**src/rtl/axis_quad_broadcast.sv**
```systemverilog
// Purpose: one AXI-Stream input fanned out bit-exact to four outputs, each gated by a per-packet enable mask.
// Latency: a beat accepted at edge N is valid on the enabled outputs from cycle N+1. Full rate while all enabled outputs are ready.
// Backpressure: s_axis_tready drops while any output that still owes the held beat is not ready. An output that has taken the beat drops its tvalid.
//
// Ports:
//   clock, resetn          rising-edge clock, asynchronous active-low reset
//   s_axis_*               input stream (tdata, tlast, tvalid, tready)
//   m0..m3_axis_*          output streams (tdata, tlast, tvalid, tready)
//   channel_en             requested output mask, sampled on the first beat of each packet
//   active_mask            mask in force for the current packet
//   pkt_count, drop_count  accepted tlast beats, and beats accepted while the mask was zero
module axis_quad_broadcast #(
    parameter int DATA_WIDTH  = 256,
    parameter int COUNT_WIDTH = 32
) (
    input  logic                   clock,
    input  logic                   resetn,
    input  logic [DATA_WIDTH-1:0]  s_axis_tdata,
    input  logic                   s_axis_tlast,
    input  logic                   s_axis_tvalid,
    output logic                   s_axis_tready,
    output logic [DATA_WIDTH-1:0]  m0_axis_tdata,
    output logic                   m0_axis_tlast,
    output logic                   m0_axis_tvalid,
    input  logic                   m0_axis_tready,
    output logic [DATA_WIDTH-1:0]  m1_axis_tdata,
    output logic                   m1_axis_tlast,
    output logic                   m1_axis_tvalid,
    input  logic                   m1_axis_tready,
    output logic [DATA_WIDTH-1:0]  m2_axis_tdata,
    output logic                   m2_axis_tlast,
    output logic                   m2_axis_tvalid,
    input  logic                   m2_axis_tready,
    output logic [DATA_WIDTH-1:0]  m3_axis_tdata,
    output logic                   m3_axis_tlast,
    output logic                   m3_axis_tvalid,
    input  logic                   m3_axis_tready,
    input  logic [3:0]             channel_en,
    output logic [3:0]             active_mask,
    output logic [COUNT_WIDTH-1:0] pkt_count,
    output logic [COUNT_WIDTH-1:0] drop_count
);

    typedef enum logic {
        ST_IDLE   = 1'b0,
        ST_IN_PKT = 1'b1
    } state_t;

    localparam logic [COUNT_WIDTH-1:0] CNT_ONE = 1;

    state_t                state;
    logic [DATA_WIDTH-1:0] hold_dat;
    logic                  hold_last;
    logic [3:0]            pending;
    logic [3:0]            m_rdy;
    logic [3:0]            beat_mask;
    logic                  in_hs;

    assign m_rdy = {m3_axis_tready, m2_axis_tready, m1_axis_tready, m0_axis_tready};

    // Combinational from the m*_tready inputs: a new beat may load in the
    // same cycle that the last owing output takes the current one.
    assign s_axis_tready = ((pending & ~m_rdy) == 4'b0000);
    assign in_hs         = s_axis_tvalid & s_axis_tready;

    // The mask is latched only on a packet's first beat; later beats reuse it.
    assign beat_mask = (state == ST_IDLE) ? channel_en : active_mask;

    assign m0_axis_tdata  = hold_dat;
    assign m1_axis_tdata  = hold_dat;
    assign m2_axis_tdata  = hold_dat;
    assign m3_axis_tdata  = hold_dat;
    assign m0_axis_tlast  = hold_last;
    assign m1_axis_tlast  = hold_last;
    assign m2_axis_tlast  = hold_last;
    assign m3_axis_tlast  = hold_last;
    assign m0_axis_tvalid = pending[0];
    assign m1_axis_tvalid = pending[1];
    assign m2_axis_tvalid = pending[2];
    assign m3_axis_tvalid = pending[3];

    always_ff @(posedge clock or negedge resetn) begin
        if (!resetn) begin
            state       <= ST_IDLE;
            hold_dat    <= '0;
            hold_last   <= 1'b0;
            pending     <= 4'b0000;
            active_mask <= 4'b0000;
            pkt_count   <= '0;
            drop_count  <= '0;
        end else begin
            if (in_hs) begin
                // A load implies every owing output completed this cycle,
                // so overwriting pending loses nothing.
                hold_dat  <= s_axis_tdata;
                hold_last <= s_axis_tlast;
                pending   <= beat_mask;
                if (beat_mask == 4'b0000) begin
                    drop_count <= drop_count + CNT_ONE;
                end
                if (s_axis_tlast) begin
                    pkt_count <= pkt_count + CNT_ONE;
                end
                if (state == ST_IDLE) begin
                    active_mask <= channel_en;
                end
                state <= s_axis_tlast ? ST_IDLE : ST_IN_PKT;
            end else begin
                pending <= pending & ~m_rdy;
            end
        end
    end

endmodule

```
**config.mk**
```make
export PLATFORM = sky130hd
export DESIGN_NAME = axis_quad_broadcast
export DESIGN_NICKNAME = d
export VERILOG_FILES = /design/src/rtl/axis_quad_broadcast.sv
export SDC_FILE = /design/constraint.sdc
export NUM_CORES = 1
export LEC_CHECK = 0
export ABC_CLOCK_PERIOD_IN_PS = 2900
export CAP_MARGIN = 30
export CORE_AREA = 4 4 534 536
export DETAILED_ROUTE_END_ITERATION = 6
export DIE_AREA = 0 0 538 540
export SETUP_SLACK_MARGIN = 0.1
export SLEW_MARGIN = 40
export SYNTH_ARGS = -nofsm -noshare
export SYNTH_HDL_FRONTEND = slang
export SYNTH_SLANG_ARGS = --single-unit
```
**constraint.sdc**
```tcl
create_clock -name clock -period 2.9 [get_ports clock]
set_clock_uncertainty 0.05 [all_clocks]
set_input_delay 0.58 -clock clock [delete_from_list [all_inputs] [get_ports clock]]
set_output_delay 0.58 -clock clock [all_outputs]
set_load 0.005 [all_outputs]
```
==> results.sh <==
export IMPL_postRouteAntennaNets=0
export IMPL_synthAdderAreaFrac_pct=0.134
export IMPL_antenna_found_initial=98
export IMPL_layout_drive_gt1_share_pct=10.7
export IMPL_vias_per_cell=2.62
export IMPL_cts_tree="yes"
export IMPL_via_count=17500
export IMPL_peakVddDrop_v=0.000755
export IMPL_cts_made_buffers=44
export IMPL_ys_ff_latch=330
export IMPL_route_detailed_drc=0
export IMPL_setup_viol=0
export IMPL_status="finished clean"
export IMPL_clk_path_buf_depth=3
export IMPL_netlist_area_sq_um=18700
export IMPL_syn_nets=2415
export IMPL_path_cells="clkdlybuf4s50_1"
export IMPL_io_pins=1369
export IMPL_synth_area_leader_cell="dfrtp_1"
export IMPL_fin_crit_ns=2.74
export IMPL_die_x_microns=538
export IMPL_die_area_sq_um=291000
export IMPL_rsz0062_at_grt="no"
export IMPL_clock_latency_ns=0.67
export IMPL_placed_area_sq_um=32500
export IMPL_worst_pin_slew_ns=0.774
export IMPL_grt_remaining_overflow=0
export IMPL_track_usage_pct=11.5
export IMPL_start_util_pct=6.66
export IMPL_synth_xor_area_share_pct=2.90
export IMPL_first_iter_violations=1412
export IMPL_crit_required_ns=2.27
export IMPL_die_h_microns=540
export IMPL_end_kind="output pin"
export IMPL_synth_simple_area_share_pct=19.4
export IMPL_grt_max_degree=72
export IMPL_postLayoutCoreUtil_pct=12.1
export IMPL_synth_compound_area_share_pct=0.254
export IMPL_fin_crit_sh_pct=94.6
export IMPL_portBuffers=1368
export IMPL_synthCells=2145
export IMPL_routed_wl_microns=176000
export IMPL_finalHoldViolCount=0
export IMPL_final_common_cell="clkdlybuf4s50_1"
export IMPL_crit_arrival_ns=2.11
export IMPL_firstDrtPassIters=5
export IMPL_globalplace_congestion=0.856
export IMPL_min_path_type="in -> async"
export IMPL_synthTopCellsByArea="dfrtp_1, buf_4, nand2_1"
export IMPL_placement_rows=195
export IMPL_fill_cells=32100
export IMPL_yosysTopAreaCellShare_pct=44.2
export IMPL_drv_cap=0
export IMPL_highest_layer="met5"
export IMPL_grt_pass1_vias=16900
export IMPL_p_leak_nw=13.7
export IMPL_start_kind="flop"
export IMPL_cp_num_buf_inv=1
export IMPL_dpl_hpwl_microns=156000
export IMPL_critPathSlowestCell="dfrtp_1"
export IMPL_drv_slew=0
export IMPL_drt_wirelength_per_cell_microns=26.3
export IMPL_design_area_sq_um=34100
export IMPL_avgSynthCellArea_sq_um=8.72
export IMPL_syn_to_final_growth_pct=82.4
export IMPL_cts_root_buf="clkbuf_16"
export IMPL_wl_met3_microns=17100
export IMPL_coreArea_sq_um=281000
export IMPL_crit_family="flip-flops"
export IMPL_drt_met1_wl_microns=75600
export IMPL_synth_mux_area_share_pct=0.576
export IMPL_maxSlewHeadroom_pct=46.9
export IMPL_yosysWarnings=0
export IMPL_ys_seq_area_share_pct=44.2
export IMPL_wl_met2_microns=74500
export IMPL_p_per_area_nw_per_um2=1250
export IMPL_criticalPathCategory="reg -> out"
export IMPL_synth_cell_types=31
export IMPL_final_nets=3153
export IMPL_path_clk_slew_ns=0.08
export IMPL_h_tree_depth=2
export IMPL_crit_fanout=5
export IMPL_clock_fmax_ghz=0.364
export IMPL_grt_pass1_wl_microns=210000
export IMPL_synth_top_family_by_area="buffers and inverters"
export IMPL_final_cell_mix="clkdlybuf4s50_1, nand2_1, dfrtp_1"
export IMPL_cts_sinks=330
export IMPL_fin_tns_setup_ns=0
export IMPL_critPathMaxStageDelay_ns=0.80
flip-flops by register name, indices dropped and copies added, names as in the netlist:
name / count
m0_axis_tlast: 1
pkt_count: 32
drop_count: 32
state: 1
pending: 4
active_mask: 4
m0_axis_tdata: 256
routing by layer:
metal / vias to the layer above / GRT usage, %
met5: - / 0
met4: 28 / 4.67
met3: 241 / 3.33
met2: 1373 / 17.5
met1: 8480 / 15.2
li1: 7397 / -
cells in the mapped netlist, drive strengths merged:
cell,number
nand2,791
buf,775
dfrtp,330
clkbuf,59
xnor2,41
nand3,21
xor2,21
nand4,18
nor4,12
nor2,11
and3,10
nor3,10
and4,7
inv,7
mux2,6
and2,5
nand2b,5
mux2i,4
o21ai,4
ha,2
clkinv,1
o21a,1
o22ai,1
or2,1
or4,1
or4b,1
report_power, final:
group / switching (W) / leakage [nW] / internal [W]
clock: 0.00246 / 0.686 / 0.00317
sequential: 0.00670 / 4.05 / 0.00647
combinational: 0.0103 / 8.99 / 0.0136
total: 0.0194 / 13.7 / 0.0233
path summary, 6_finish.rpt:
| check | slack, ns | endpoint | cells after the start | from |
|---|---|---|---|---|
| worst max register to register | 0.60 | drop_count[31] | 6 | state |
| min in group clock | 0.37 | m0_axis_tdata[4] | 3 | s_axis_tdata[4] |
| worst max-delay path | 0.16 | m3_axis_tdata[168] | 1 | m0_axis_tdata[168] |
| worst min-delay path | 0.37 | m0_axis_tdata[92] | 2 | resetn |
| worst min register to register | 0.43 | m0_axis_tdata[11] | 2 | m0_axis_tdata[11] |
| max in group asynchronous | 1.50 | m0_axis_tdata[84] | 3 | resetn |
metrics by stage:
stage / instances / hold slack (ns) / total power [W] / worst slack (ns)
finish: 6686 / 0.365 / 0.0427 / 0.155
global route: 6667 / 0.331 / 0.0451 / 0.120
CTS: 6657 / 0.258 / 0.0441 / 0.101
detailed placement: 6575 / 0.415 / 0.0380 / 0.0592
global placement: 6575 / 0.412 / 0.0380 / 0.0465
floorplan: 2145 / 0.234 / 0.0191 / 0.714
layout make-up:
class	instances	area, sq um	area share, %
Antenna cell	29	72.6	0.213
Inverter	8	31.3	0.0917
Clock inverter	22	253	0.741
Multi-Input combinational cell	973	4370	12.8
Clock buffer	55	1170	3.44
Sequential cell	330	8340	24.5
Timing Repair Buffer	1526	15200	44.5
Tap cell	3743	4680	13.7
logic make-up after synthesis:
| group | after synthesis |
|---|---|
| AO/OA/AOI/OAI | 6 |
| XOR/XNOR | 62 |
| adder cells (fa/ha/maj) | 2 |
| buffers and inverters | 842 |
| flip-flops | 330 |
| multiplexers | 10 |
| AND/OR/NAND/NOR | 893 |
what timing repair did:
action / 4_1_cts / 5_1_grt
hold buffers: 1 / 0
buffers inserted: 4 / 0
hold endpoints to repair: 36 / 0
gates resized for setup: 86 / 0
setup endpoints to repair: 152 / 0
Power figures use the tool's default switching activity.
==> RTL edit (same settings) <==
Make the reset (`resetn`) synchronous in one clocked block. Comments in the files are not updated.
--- a/src/rtl/axis_quad_broadcast.sv
+++ b/src/rtl/axis_quad_broadcast.sv
@@ -79,7 +79,7 @@
     assign m2_axis_tvalid = pending[2];
     assign m3_axis_tvalid = pending[3];
 
-    always_ff @(posedge clock or negedge resetn) begin
+    always_ff @(posedge clock) begin
         if (!resetn) begin
             state       <= ST_IDLE;
             hold_dat    <= '0;
Function: changed (Yosys sat finds a counterexample within 4 cycles, from zero or initial values and one cycle with resetn low; the reset may be asserted at any time).
==> RTL edit against the original RTL <==
  * Design area shrank 2.0%
  * Synthesized area shrank 3.2%
  * Routed wire length grew 6.6%
  * Sequential cell count is the same
  * Sequential share of layout area shrank 4.6 points
  * Worst setup slack lost 0.057 ns
  * Critical path type unchanged
  * Highest routed layer unchanged
Power is not compared: it rests on default switching activity, and its combinational part moved more than twofold at a synthesized area within 25%.
==> RTL edit: results (changes against the original RTL) <==
* Synth area leaders: dfxtp_1 37%, buf_4 32%, nand2_1 11%, a21oi_1 7.8%, clkbuf_1 1.8%
* Vias in the first global route at 17684 (+4.7%)
* Asr flop ratio synth at 0 (-1.000)
* R2R Setup Slk at 0.19 ns (-0.41 ns)
* DRC violation total after the first TritonRoute iteration at 1666 (+18%)
* Critical path origin: m0_axis_tdata[93]
* Nets at 3297 (+4.6%)
* Synth Net Count at 2586 (+7.1%)
* Rel. slew slack at 0.4948 (+0.02575)
* Initial antenna violation count at 87 (-11%)
* Outcome: finished clean
* Worst-skew pair later-pin latency at 0.64 ns (-0.03 ns)
* Global Route Usage Sum at 0.1221 (+0.006819)
* Fin worst setup slack at 0.09829 ns (-0.05707 ns)
* FILL cells at 32294 (+0.68%)
* Netlist cell types at 37 (+19%)
* TritonCTS Buffers at 43 (-2.3%)
* R2R Path Start: pending[0]
* FF-to-FF path depth at 10 (+4)
* Largest net degree at the start of global routing at 75 (+4.2%)
* WL met2 at 82.28 mm (+10%)
* DP Wirelength at 166.9 mm (+6.8%)
* Post-Place Worst Slack at -0.4627 ns (-0.5219 ns)
* Via/cell ratio at 2.776 (+6.0%)
* Clk pin slew, worst setup/hold paths at 0.06 ns (-0.02 ns)
* Drt pass-1 iters at 6 (+1)
* Met3 wire len at 18.52 mm (+8.2%)
* Seq/Total Area, Yosys at 0.3651 (-0.07659)
* Placer Congestion at 0.8859 (+3.6%)
* Ratio of cells with drive above 1 in the final layout at 0.1075 (+0.0007551)
* Worst R2R End: m0_axis_tdata[49]
* Critical path endpoint: m2_axis_tdata[93]
* Wl on met1 at 79.20 mm (+4.7%)
* Worst path arrival time at 2.17 ns (+0.06 ns)
* Routed len/inst at 27.46 um (+4.4%)
* Worst Hold Class: register to register
RTL edit: cell types whose count changed after synthesis, sizes merged, moves of 11 or more:
cell and delta:
buf +23, or3 +15, xnor2 -20, clkbuf +26, xor2 -12, nor2 +32, dfrtp -330, and4 +11
a21oi +282, nand2 -243, mux2i +13, dfxtp +330
RTL edit: worst reg2reg max path, cell delays in order, from the launching register on:
cell and delay, ns:
dfxtp_1 0.31, nor2b_1 0.16, buf_12 0.15, or4_4 0.58, buf_12 0.16, buf_4 0.15, nor2_4 0.19, buf_12 0.19
buf_12 0.35, nand2_1 0.19, a21oi_1 0.15
RTL edit: per-stage QoR:
stage,hold slack [ns],utilization,cells,area [um2],total power [uW]
2_1_floorplan,0.4123,-,2316,18090,6961
3_3_place_gp,0.3945,0.1135,6724,31880,10320
3_5_place_dp,0.3988,0.1135,6724,31880,10310
4_1_cts,0.3346,0.1188,6803,33370,16310
5_1_grt,0.3847,0.1189,6809,33390,16620
6_report,0.4044,0.1191,6826,33440,15890
RTL edit: cells by family after synthesis:
logic type	synth area share
AO/OA/AOI/OAI	0.08472
XOR/XNOR	0.01452
adder cells (fa/ha/maj)	0.001383
buffers and inverters	0.3463
flip-flops	0.3651
multiplexers	0.01189
AND/OR/NAND/NOR	0.1760
RTL edit: layer usage:
metal / vias to the layer above / global-route usage
met1: 9145 / 0.1564
met5: - / 0
met2: 1422 / 0.1917
met3: 207 / 0.03894
li1: 8150 / -
met4: 28 / 0.04204
RTL edit: worst min-delay path by stage:
stage	to	slack (ns)	startpoint
2_1_floorplan	drop_count[31]	0.41	drop_count[31]
3_3_place_gp	m0_axis_tdata[238]	0.39	m0_axis_tdata[238]
3_5_place_dp	m0_axis_tdata[12]	0.40	m0_axis_tdata[12]
4_1_cts	m0_axis_tdata[182]	0.33	s_axis_tdata[182]
5_1_grt	m0_axis_tdata[17]	0.38	s_axis_tdata[17]
6_report	m0_axis_tdata[20]	0.40	m0_axis_tdata[20]
RTL edit: layout make-up:
cell class,count,area share
Clock buffer,59,0.03637
Tap cell,3743,0.1401
Timing Repair Buffer,1549,0.4570
Inverter,8,0.001197
Antenna cell,22,0.001647
Multi-Input combinational cell,1095,0.1567
Clock inverter,20,0.007858
Sequential cell,330,0.1991
RTL edit: repair_timing:
item	in CTS	in global routing
pin swaps	0	1
endpoints found under the hold margin	0	0
setup buffers	0	1
cloned	0	0
resized for setup	62	3
endpoints found under the setup margin	91	6
RTL edit: power by group through the flow:
stage	clock network [uW]	logic, uW	registers, uW
CTS	6090	4430	5800
global placement	0	4430	5880
finish	5820	4310	5770
global route	6210	4610	5800
floorplan	0	1750	5210
detailed placement	0	4430	5880
